<file path="src/rtl/bist_pkg.sv">
// Shared BIST definitions: session FSM states and default polynomial,
// seed and golden signature used by both the pattern generator and the MISR.
package bist_pkg;

    typedef enum logic [1:0] {
        ST_IDLE    = 2'd0,
        ST_COMPACT = 2'd1,
        ST_DONE    = 2'd2,
        ST_ABORT   = 2'd3
    } state_t;

    localparam logic [7:0] DEF_POLY   = 8'h1D;
    localparam logic [7:0] DEF_SEED   = 8'h00;
    localparam logic [7:0] DEF_GOLDEN = 8'h00;

endpackage

</file>
<file path="src/rtl/misr_step.sv">
// One combinational Galois MISR step: shift, fold the MSB back through
// the feedback taps, then XOR in the parallel response word.
module misr_step #(
    parameter int             W    = 8,
    parameter logic [W-1:0]   POLY = '0
) (
    input  logic [W-1:0] i_s,
    input  logic [W-1:0] i_d,
    output logic [W-1:0] o_f
);

    logic [W-1:0] w_fb;

    assign w_fb = i_s[W-1] ? POLY : '0;
    assign o_f  = {i_s[W-2:0], 1'b0} ^ w_fb ^ i_d;

endmodule

</file>
<file path="src/rtl/misr_compactor.sv">
// BIST output response analyser: compacts CUT words into a MISR while
// RUNNING, then freezes the signature and registers a golden-compare verdict.
module misr_compactor
    import bist_pkg::*;
#(
    parameter int           W      = 8,
    parameter logic [W-1:0] POLY   = W'(DEF_POLY),
    parameter logic [W-1:0] SEED   = W'(DEF_SEED),
    parameter logic [W-1:0] GOLDEN = W'(DEF_GOLDEN),
    parameter int           CW     = 16
) (
    input  logic          clk,
    input  logic          rst,
    input  logic          running,
    input  logic          bist_end,
    input  logic [W-1:0]  cut_out,
    output logic [W-1:0]  signature,
    output logic [CW-1:0] vec_count,
    output logic          done,
    output logic          pass,
    output logic          aborted
);

    state_t        r_state;
    logic [W-1:0]  r_sig;
    logic [CW-1:0] r_cnt;
    logic          r_done;
    logic          r_pass;
    logic          r_abort;

    state_t        w_state_nxt;
    logic [W-1:0]  w_sig_nxt;
    logic [CW-1:0] w_cnt_nxt;
    logic          w_done_nxt;
    logic          w_pass_nxt;
    logic          w_abort_nxt;

    logic          w_in_session;
    logic [W-1:0]  w_base;
    logic [W-1:0]  w_f;
    logic [W-1:0]  w_nxt;
    logic [CW-1:0] w_cnt_inc;

    // Outside a session the step starts from SEED, so restarts never
    // inherit the previous signature.
    assign w_in_session = (r_state == ST_COMPACT);
    assign w_base       = w_in_session ? r_sig : SEED;
    assign w_nxt        = running ? w_f : r_sig;
    assign w_cnt_inc    = (&r_cnt) ? r_cnt : r_cnt + CW'(1);

    misr_step #(
        .W    (W),
        .POLY (POLY)
    ) u_step (
        .i_s (w_base),
        .i_d (cut_out),
        .o_f (w_f)
    );

    always_comb begin
        w_state_nxt = r_state;
        w_sig_nxt   = r_sig;
        w_cnt_nxt   = r_cnt;
        w_done_nxt  = r_done;
        w_pass_nxt  = r_pass;
        w_abort_nxt = r_abort;
        unique case (r_state)
            ST_COMPACT: begin
                if (bist_end) begin
                    w_sig_nxt   = w_nxt;
                    w_cnt_nxt   = running ? w_cnt_inc : r_cnt;
                    w_done_nxt  = 1'b1;
                    w_pass_nxt  = (w_nxt == GOLDEN);
                    w_state_nxt = ST_DONE;
                end else if (running) begin
                    w_sig_nxt   = w_f;
                    w_cnt_nxt   = w_cnt_inc;
                end else begin
                    w_abort_nxt = 1'b1;
                    w_state_nxt = ST_ABORT;
                end
            end
            default: begin
                if (running) begin
                    w_sig_nxt   = w_f;
                    w_cnt_nxt   = CW'(1);
                    w_done_nxt  = bist_end;
                    w_pass_nxt  = bist_end && (w_f == GOLDEN);
                    w_abort_nxt = 1'b0;
                    w_state_nxt = bist_end ? ST_DONE : ST_COMPACT;
                end
            end
        endcase
    end

    always_ff @(posedge clk or posedge rst) begin
        if (rst) begin
            r_state <= ST_IDLE;
            r_sig   <= SEED;
            r_cnt   <= '0;
            r_done  <= 1'b0;
            r_pass  <= 1'b0;
            r_abort <= 1'b0;
        end else begin
            r_state <= w_state_nxt;
            r_sig   <= w_sig_nxt;
            r_cnt   <= w_cnt_nxt;
            r_done  <= w_done_nxt;
            r_pass  <= w_pass_nxt;
            r_abort <= w_abort_nxt;
        end
    end

    assign signature = r_sig;
    assign vec_count = r_cnt;
    assign done      = r_done;
    assign pass      = r_pass;
    assign aborted   = r_abort;

endmodule
</file>
<file path="config.mk">
export PLATFORM = sky130hd
export DESIGN_NAME = misr_compactor
export DESIGN_NICKNAME = d
export VERILOG_FILES = /design/src/rtl/bist_pkg.sv /design/src/rtl/misr_step.sv /design/src/rtl/misr_compactor.sv
export SDC_FILE = /design/constraint.sdc
export NUM_CORES = 1
export LEC_CHECK = 0
export ABC_AREA = 1
export ABC_CLOCK_PERIOD_IN_PS = 2000
export CAP_MARGIN = 10
export CORE_MARGIN = 1.5
export CORE_UTILIZATION = 50
export CTS_CLUSTER_SIZE = 12
export DETAILED_ROUTE_END_ITERATION = 10
export PLACE_DENSITY = 0.8
export SLEW_MARGIN = 20
export SYNTH_ARGS = -nofsm -noshare
export SYNTH_HDL_FRONTEND = slang
export SYNTH_SLANG_ARGS = --single-unit
export TNS_END_PERCENT = 50
</file>
<file path="constraint.sdc">
create_clock -name clk -period 2 [get_ports clk]
set_clock_uncertainty 0.2 [all_clocks]
set_input_delay 0.2 -clock clk [delete_from_list [all_inputs] [get_ports clk]]
set_output_delay 0.2 -clock clk [all_outputs]
set_load 0.01 [all_outputs]
</file>
# == Word-level counts from Yosys, hierarchy flattened ==
# Cells that the tools add are included.
# totals
out_inout_bits,27
ff_bits,29
wordCells,46
# classes
reduce_logical,9
addsub,1
n_mux,22
bitwise,2
n_eq_ne,6
# op_table
op,count
$mux 16,4
$add 16x1->16 const B,1
$logic_not 8->1,2
$mux 8,2
$reduce_and 16->1,1
$xor 8x8->8,2
$mux 1,10
$mux 2,5
$ne 2x2->1 const B,4
$reduce_and 2->1,3
$mux 5,1
$ne 3x3->1 const B,1
$reduce_and 3->1,1
$eq 2x1->1 const B,1
$reduce_bool 2->1,1
$logic_and 1x1->1,1

# == Longest topological paths before layout ==
# Gate-level depths: netlist of the first run.
# depth
word_depth,9
depth_mapped,12
depth_no_buf,10

# == Hierarchy ==
# From an unflattened synthesis of the first run, not the netlist that was laid out.
# hier_totals
hier_cells,276
hier_area_um2,1874.3
# modules_own_cells
module,instances,area_per_inst_um2,cells_per_inst
misr_compactor,1,1732.9,246
misr_step,1,141.4,30

# == Worst setup path after synthesis of the first run ==
# No wires, ideal clock.
# synth_timing
path_type,flip-flop to flip-flop
startpoint,"reg r_cnt[0], in the netlist vec_count[0]"
endpoint,"reg r_cnt[7], in the netlist vec_count[7]"
path_slack_ns,0.248
setup_ns,0.123
path_buffers,1
t_arrival_ns,1.429
stages_incl_launch_ff,10
synth_period_minus_slack_ns,1.752
path_cell_list,dfrtp_1 ha_1 nand3_1 nor3_2 nand4_1 nand2_1 buf_4 nor2_1 o21ai_0 nor2_1
# synth_via
elab_chain_len,4
word_cells_on_any_way,7
# synth_rtl
element,line_no,source
from (decl),misr_compactor.sv:26,logic [CW-1:0] r_cnt;
from (signal assigned),misr_compactor.sv:107,r_cnt <= w_cnt_nxt;
$add 16x1->16,misr_compactor.sv:49,assign w_cnt_inc = (&r_cnt) ? r_cnt : r_cnt + CW'(1);
$mux 16,misr_compactor.sv:49,
$mux 16,"misr_compactor.sv:71, misr_compactor.sv:75",
$mux 16,misr_compactor.sv:67,unique case (r_state)
# Several ways; a longest one is shown, not always the timed one. The select of a mux whose other input is x is not followed.
# A chain may end at the register's enable or synchronous reset.

# == Final worst setup path of the first run ==
# layout_timing
startpoint,"reg r_cnt[1], in the netlist vec_count[1]"
endpoint,"reg r_cnt[9], in the netlist vec_count[9]"
# Same word-level chain as after synthesis.

==> impl_metrics.toml, run 1 <==
[clock_tree]
cts.root.buffer_cell = "clkbuf_4"
htree_num_levels = 2
cts_sinks = 29
clock_path_buffers = 2
cts_tree = "yes"
clock_latency_ns = 0.34
path_clk_slew_ns = 0.10
cts_made_buffers = 5
cts_hold_buf = 0

[sta]
slew_headroom_pct = 66.3
final-setup-viol-count = 3
setup_slack_ns = -0.0235
tns_ns = -0.0542
fmax_mhz = 494
period_share_pct = 101
worst_slew_pin_slew_ns = 0.501
rsz0062_at_grt = "true"
finalCriticalPeriod_ns = 2.02
timing.final.max_slew_violations = 0
finalHoldViolCount = 0

[power]
p_leak_nw = 1.03
power_frac_seq_pct = 44.5
intPower_mw = 1.06
combinationalPowerShare_pct = 20.7
power_density_nw_per_um2 = 616
switching_power_mw = 0.417
irDropWorstVdd_uv = 394
switching_share_pct = 28.3
clkPwrFrac_pct = 34.7

[die]
ios = 39
rows = 21
fp.dieArea_um2 = 3960
initial_core_util_pct = 53.0
coreArea_um2 = 3390
fp.dieW_um = 63.0
die_h_um = 63.0

[final_layout]
antennaDiodeCount = 0
post-route-util_pct = 70.6
layout.nets = 315
area_growth_pct = 33.1
final_layout_size_suffix_gt1_share_pct = 12.5

[placement]
dp_hpwl_um = 3340
port_buffers = 38
globalplace.congestion = 0.921

[setup_path]
path_class = "flip-flop to flip-flop"
worst-path-buf-inv = 1
timing.rr.end = "vec_count[9]"
crit_required_ns = 2.01
crit_family = "simple AND/OR/NAND/NOR gates"
cpPeakStageDelay_ns = 0.37
crit_cells = 8
crit_slowest_cell = "dfrtp_1"
worstPathMaxFanout = 6
path_common_cell = "nand4_1"
reg2reg_depth = 8
ff2ff_setup_slack_ns = -0.02
path_cells = "ha_2, nand3_2, nor3_2, nand4_1, nand2_2, clkinvlp_4, nand4_1, o21ai_0"
worst-endpoint-arrival_ns = 2.04
critPathLaunchType = "flip-flop"
rr_startpoint = "vec_count[1]"
endpoint_kind = "flip-flop"

[synthesis]
synth_top_area_share_pct = 40.4
syn-num-nets = 265
ys.flop_type = "dfrtp_1"
synth-edff-count = 0
postSynthAreaPerCell_um2 = 7.13
yosysSeqAreaShare_pct = 40.4
synth_top_area_cell = "dfrtp_1"
synth.most_common_cell = "nand2_1"
synth_common_cells = "nand2_1, inv_1, nand3_1, dfrtp_1, nor2_1"
synth.distinct_cells = 29
syn_inst = 252
syn_area_um2 = 1800
ys_warn_count = 0
yosys_register_bits = 29
async_reset_ff_share_pct = 100
synthTopCellsByArea = "dfrtp_1, nand2_1, nand3_1, inv_1, nand4_1"

[run_status]
status = "complete, but fails checks"
violations = "setup timing"

[routing]
dr.pass1.iters = 4
ant_nets = 0
first_iter_violations = 147
via_per_inst = 5.38
drc = 0
vias = 1878
wl_per_cell_um = 13.3
routed_wl_um = 4650

[job]
maxCapViolations = 0

[worst_hold_path]
min_path_type = "primary input to asynchronous set/reset pin"

[global_routing]
antenna_found_initial = 0
grt_start_max_net_pins = 30
grt_pass1_vias = 1794
grt_pass1_wl_um = 7850
grt_usage_pct = 25.0
grt_overflow = 0
==> power by group through the flow <==
stage / sequential (mW) / clock [mW] / combinational [mW]
2_1_floorplan: 0.674 / 0 / 0.154
3_3_place_gp: 0.667 / 0 / 0.293
3_5_place_dp: 0.666 / 0 / 0.297
4_1_cts: 0.655 / 0.520 / 0.299
5_1_grt: 0.662 / 0.554 / 0.337
6_report: 0.656 / 0.512 / 0.305
==> per-stage QoR <==
step	hold WS, ns	std cells	instance area [um2]	power, mW	setup WS (ns)
2_1_floorplan	0.0781	252	1800	0.827	0.248
5_1_grt	0.0433	349	2390	1.55	-0.130
6_report	0.0261	349	2390	1.47	-0.0235
4_1_cts	0.0406	347	2340	1.47	0.0854
3_3_place_gp	0.297	339	2260	0.960	0.163
3_5_place_dp	0.292	339	2260	0.963	0.117
==> tightest hold or removal path, cell delays in order <==
cell and delay (ns):
clkdlybuf4s50_1 0.40, inv_1 0.05, buf_4 0.33
==> final cells by class <==
cell class / count / area [um2]
fill: 271 / 997
multi-input combinational: 181 / 918
sequential: 29 / 726
timing repair buffer: 49 / 463
inverter: 35 / 135
tap: 46 / 57.6
clock buffer: 7 / 55.1
clock inverter: 1 / 30.0
timing repair inverter: 1 / 7.51
==> per-layer routing <==
layer | track usage, % | wire length [um] | vias to the layer above
met4 | 10.8 | 67 | 0
met1 | 32.0 | 2090 | 878
met2 | 40.6 | 2260 | 63
met5 | 0 | 0 | -
met3 | 5.59 | 235 | 8
li1 | - | - | 929
==> what timing repair did <==
item	CTS	global route
buffers inserted	0	1
gates resized for setup	0	10
endpoints found under the hold margin	0	0
endpoints found under the setup margin	0	8
==> cells in the final DEF (no fill, tap or decap), types with 3 or more instances in the layout <==
cell type,instances
nand2_1,65
clkdlybuf4s50_1,38
inv_1,33
dfrtp_1,29
nand3_1,27
nor2_1,19
nand4_1,12
buf_4,11
nor3_1,9
o21ai_0,8
a21oi_1,7
o31ai_1,5
clkbuf_4,5
nand3_2,4
nand2_2,4
xor2_1,3
or2_2,3
==> cell families (layout without fill, tap and decap cells) <==
family / Yosys count / count (layout) / synth area share [%]
buffers and inverters: 42 / 93 / 10.2
adder cells (fa/ha/maj): 1 / 1 / 0.696
XOR/XNOR: 4 / 4 / 1.95
AND/OR/NAND/NOR: 149 / 149 / 38.1
flip-flops: 29 / 29 / 40.4
AO/OA/AOI/OAI: 27 / 27 / 8.70
==> how the worst max path moves through the flow <==
stage	from	to	slack, ns
final	vec_count[1]	vec_count[9]	-0.02
after global routing	vec_count[0]	vec_count[11]	-0.13
after CTS	vec_count[0]	vec_count[11]	0.09
after detailed placement	vec_count[0]	vec_count[11]	0.12
after global placement	vec_count[1]	vec_count[11]	0.16
after floorplan	vec_count[0]	vec_count[7]	0.25
==> registers in the layout, indices dropped and copies added (netlist names) <==
| name | count |
|---|---|
| aborted | 1 |
| signature | 8 |
| r_state | 2 |
| pass | 1 |
| done | 1 |
| vec_count | 16 |
No activity file was read; power rests on OpenSTA's default activity.
==> inputs of run 2 (changes only) <==
Settings changed: CELL_PAD_IN_SITES_DETAIL_PLACEMENT set to 0, CELL_PAD_IN_SITES_GLOBAL_PLACEMENT set to 2, CORE_UTILIZATION 50 to 28, PLACE_DENSITY 0.8 to 0.81.
==> run 2 against run 1 <==
The run now ends clean. Sequential share of layout area decreased by 2.2 points. Hold slack better by 0.065 ns. Combinational power up 7.2%. Wire length up 15%.
==> impl_metrics.toml, run 2 (same netlist as run 1, synthesis figures left out) <==
[run_status]
status = "finished, final reports clean"

[sta]
final-setup-viol-count = 0
period_share_pct = 93.7
tns_ns = 0
finalHoldViolCount = 0
finalCriticalPeriod_ns = 1.87
timing.final.max_slew_violations = 0
worst_slew_pin_slew_ns = 0.401
slew_headroom_pct = 73.2
fmax_mhz = 534
setup_slack_ns = 0.127

[placement]
globalplace.congestion = 0.786
port_buffers = 38
dp_hpwl_um = 3860
place_area_um2 = 2400
place_ws_ns = 0.00593

[routing]
vias = 1852
via_per_inst = 4.71
ant_nets = 0
wl_per_cell_um = 13.6
first_iter_violations = 71
drc = 0
dr.pass1.iters = 4
routed_wl_um = 5350

[setup_path]
timing.rr.end = "vec_count[11]"
ff2ff_setup_slack_ns = 0.13
reg2reg_depth = 9
cp-startpoint = "vec_count[1]"
worst-endpoint-arrival_ns = 1.89
path_class = "flip-flop to flip-flop"
critPathLaunchType = "flip-flop"
worstPathMaxFanout = 6
endpoint_kind = "flip-flop"
rr_startpoint = "vec_count[1]"
crit_path_end = "vec_count[11]"
crit_required_ns = 2.01

[power]
power_frac_seq_pct = 40.3
combinationalPowerShare_pct = 20.1
switching_power_mw = 0.448
switching_share_pct = 27.5
p_leak_nw = 1.12
intPower_mw = 1.18
power_density_nw_per_um2 = 630
clkPwrFrac_pct = 39.7
irDropWorstVdd_uv = 274

[job]
maxCapViolations = 0

[die]
ios = 39
initial_core_util_pct = 28.6
fp.dieArea_um2 = 6910
rows = 29
die_h_um = 83.1
coreArea_um2 = 6280
fp.dieW_um = 83.1

[final_layout]
post-route-util_pct = 41.1
area_growth_pct = 43.6
nFillCells = 690
final_cell_mix = "nand2_1, clkdlybuf4s50_1, inv_1"
stdcell_area_um2 = 2580
final_layout_size_suffix_gt1_share_pct = 15.8
seqCellArea_um2 = 726
largest_reg_flops = 16
multi_input_area_um2 = 927
antennaDiodeCount = 0
layout.nets = 328
final_common_cell = "nand2_1"

[global_routing]
antenna_found_initial = 0
grt_usage_pct = 16.2
grt_overflow = 0
grt_start_max_net_pins = 30
grt_pass1_wl_um = 8890
grt_pass1_vias = 1874

[clock_tree]
clock_latency_ns = 0.28
cts_tree = "yes"
cts.root.buffer_cell = "clkbuf_8"
clock_path_buffers = 2
cts_made_buffers = 5
path_clk_slew_ns = 0.07
htree_num_levels = 2
cts_sinks = 29

[worst_hold_path]
min_path_type = "primary input to asynchronous set/reset pin"
[run 2: changes by cell type in the layout (fill, tap and decap cells not counted), sizes merged]
cell | before | now
buf | 11 | 24
[run 2: how the worst min path moves through the flow]
stage	from	endpoint	slack [ns]	cells past startpoint
floorplan	rst	aborted	0.08	1
global placement	aborted	aborted	0.32	2
detailed placement	aborted	aborted	0.31	2
CTS	rst	vec_count[15]	0.10	3
global route	rst	vec_count[15]	0.12	3
finish	rst	vec_count[15]	0.09	3
[run 2: stage by stage]
step                      cells  total power [mW]  hold slack (ns)
after floorplan             252             0.827           0.0781
after global placement      382             0.985            0.315
after detailed placement    382             0.985            0.314
after CTS                   390              1.64            0.102
after global routing        393              1.73            0.124
final                       393              1.63           0.0912
[run 2: timing repair]
| item | in CTS | in global routing |
|---|---|---|
| hold buffers | 0 | 0 |
| setup endpoints to repair | 0 | 6 |
| buffers inserted | 0 | 2 |
| gates resized for setup | 0 | 10 |
| hold endpoints to repair | 0 | 0 |
[run 2: worst max-delay path, stage by stage (launching register included)]
cell	delay (ns)
dfrtp_1	0.40
ha_4	0.15
nand3_2	0.08
nor3_2	0.19
nand4_1	0.12
nand2_2	0.18
clkinvlp_4	0.21
nand3_1	0.11
nand2_1	0.05
a21oi_1	0.10
[run 2: layer usage]
| layer | global-route usage, % | routed length (um) | up-vias |
|---|---|---|---|
| met5 | 0 | 0 | - |
| met1 | 19.3 | 2380 | 868 |
| met4 | 4.24 | 51 | 0 |
| met2 | 28.8 | 2720 | 29 |
| met3 | 4.08 | 190 | 5 |
| li1 | - | - | 950 |
[run 2: layout make-up]
type | instances | area share (%)
Multi-Input combinational cell | 181 | 35.9
Sequential cell | 29 | 28.1
Timing Repair Buffer | 62 | 22.2
Inverter | 35 | 5.24
Tap cell | 77 | 3.73
Clock buffer | 7 | 3.34
Clock inverter | 1 | 1.16
Timing Repair inverter | 1 | 0.291
[run 2: power groups by stage]
stage          sequential (mW)  combinational, mW  clock [mW]
2_1_floorplan            0.674              0.154           0
3_3_place_gp             0.665              0.320           0
3_5_place_dp             0.665              0.320           0
4_1_cts                  0.654              0.322       0.663
5_1_grt                  0.660              0.366       0.700
6_report                 0.655              0.327       0.645
==> inputs of run 3 (changes only) <==
--- a/config.mk
+++ b/config.mk
@@ -15,5 +15,6 @@
 export CTS_CLUSTER_SIZE = 12
 export DETAILED_ROUTE_END_ITERATION = 10
-export PLACE_DENSITY = 0.81
+export PLACE_DENSITY_LB_ADDON = 0.08
+export SKIP_CTS_REPAIR_TIMING = 1
 export SLEW_MARGIN = 20
 export SYNTH_ARGS = -nofsm -noshare
==> constraint.sdc (replaced) <==
create_clock -name clk -period 2 [get_ports clk]
set_clock_uncertainty 0.2 [all_clocks]
set_input_delay 0.2 -clock clk [delete_from_list [all_inputs] [get_ports clk]]
set_output_delay 0.2 -clock clk [all_outputs]
set_load 0.1 [all_outputs]
==> run 3 against run 2 <==
Count of clock-buffer cells in the layout increased by 1. Non-clock buffer count decreased by 5. Via count increased by 0.11%. Hold slack improved by 0.0093 ns. Power increased by 3.0%. Flip-flop and latch count unchanged. Core utilization decreased by 0.88 points. Largest power group unchanged.
==> impl_metrics.toml, run 3 (same netlist as run 1, synthesis figures left out) <==
[setup_path]
crit_slowest_cell = "dfrtp_4"
crit_path_end = "vec_count[10]"
crit_family = "simple AND/OR/NAND/NOR gates"
ff2ff_setup_slack_ns = 0.08
cpPeakStageDelay_ns = 0.43
path_class = "flip-flop to flip-flop"
timing.rr.end = "vec_count[10]"
endpoint_kind = "flip-flop"
worst-endpoint-arrival_ns = 1.88
rr_startpoint = "vec_count[1]"
crit_required_ns = 1.96
cp-startpoint = "vec_count[1]"
path_cells = "ha_4, nand3_4, nor3_4, nand4_1, nand2_2, buf_12, clkinvlp_4, nand3_1, a21oi_1"
worst-path-buf-inv = 2
worstPathMaxFanout = 6
crit_cells = 9
reg2reg_depth = 9
critPathLaunchType = "flip-flop"

[global_routing]
grt_pass1_wl_um = 9050
grt_usage_pct = 16.4
antenna_found_initial = 0
grt_start_max_net_pins = 30
grt_pass1_vias = 1806
grt_overflow = 0

[placement]
globalplace.congestion = 0.774
port_buffers = 38
place_ws_ns = -0.0912
dp_cells = 377
place_area_um2 = 2350
dp_hpwl_um = 4050

[sta]
final-setup-viol-count = 0
hold_ws_ns = 0.101
timing.final.max_slew_violations = 0
tns_ns = 0
slew_headroom_pct = 73.5
setup_slack_ns = 0.0769
worst_slew_pin_slew_ns = 0.398
finalCriticalPeriod_ns = 1.92
fmax_mhz = 520
period_share_pct = 96.2
finalHoldViolCount = 0

[routing]
route.met3.wl_um = 217
drc = 0
top_layer = "met4"
vias = 1854
met1_length_um = 2730
wl_per_cell_um = 14.0
ant_nets = 0
routed_wl_um = 5440
wl_met2_um = 2450
dr.pass1.iters = 4
first_iter_violations = 95
via_per_inst = 4.78

[final_layout]
area_growth_pct = 40.5
largest_reg_flops = 16
final_layout_size_suffix_gt1_share_pct = 28.6
stdcell_area_um2 = 2530
nFillCells = 663
multi_input_area_um2 = 947
instances_no_fill = 388
final_cell_mix = "nand2_1, buf_4, inv_1"
layout.nets = 323
seqCellArea_um2 = 752
antennaDiodeCount = 0
post-route-util_pct = 40.2
final_common_cell = "nand2_1"

[power]
p_leak_nw = 1.13
irDropWorstVdd_uv = 326
power_density_nw_per_um2 = 663
finalPower_mw = 1.68

[die]
die_h_um = 83.1
coreArea_um2 = 6280
fp.dieW_um = 83.1
rows = 29
ios = 39
fp.dieArea_um2 = 6910
initial_core_util_pct = 28.6

[clock_tree]
clock_path_buffers = 2
htree_num_levels = 2
path_clk_slew_ns = 0.07
cts_tree = "yes"
cts_sinks = 29
cts.root.buffer_cell = "clkbuf_8"
clock_latency_ns = 0.28
cts_made_buffers = 5

[worst_hold_path]
min_path_type = "primary input to asynchronous set/reset pin"

[job]
maxCapViolations = 0

[run_status]
status = "finished, final reports clean"
==> run 3: how the worst min path moves through the flow <==
stage                     to  slack, ns  cells past startpoint
2_1_floorplan        aborted       0.08                      1
3_3_place_gp         aborted       0.28                      2
3_5_place_dp         aborted       0.28                      2
4_1_cts        vec_count[15]       0.12                      3
5_1_grt        vec_count[15]       0.15                      3
6_report       vec_count[15]       0.10                      3
==> run 3: layout make-up <==
cell class	instances	share of cell area, %
clock buffers	8	3.17
multi-input cells	181	37.5
flip-flops and latches	29	29.8
inverters	35	5.35
repair buffers	57	20.1
repair inverters	1	0.297
well taps	77	3.81
==> run 3: routing by layer <==
metal,up-vias,global-route usage (%)
li1,943,-
met1,872,23.6
met2,34,24.9
met3,5,3.88
met4,0,4.09
met5,-,0
==> run 3: power breakdown <==
| group | leakage (nW) | total, mW | switching (mW) | internal, mW |
|---|---|---|---|---|
| registers | 0.344 | 0.663 | 0.0391 | 0.623 |
| clock network | 0.0395 | 0.471 | 0.224 | 0.247 |
| logic | 0.744 | 0.542 | 0.388 | 0.155 |
| total | 1.13 | 1.68 | 0.651 | 1.03 |
==> run 3: worst reg2reg max path, cell delays in order, from the launching register on <==
cell and delay [ns]:
dfrtp_4 0.43, ha_4 0.16, nand3_4 0.09, nor3_4 0.21, nand4_1 0.11, nand2_2 0.17
buf_12 0.13, clkinvlp_4 0.14, nand3_1 0.11, a21oi_1 0.06
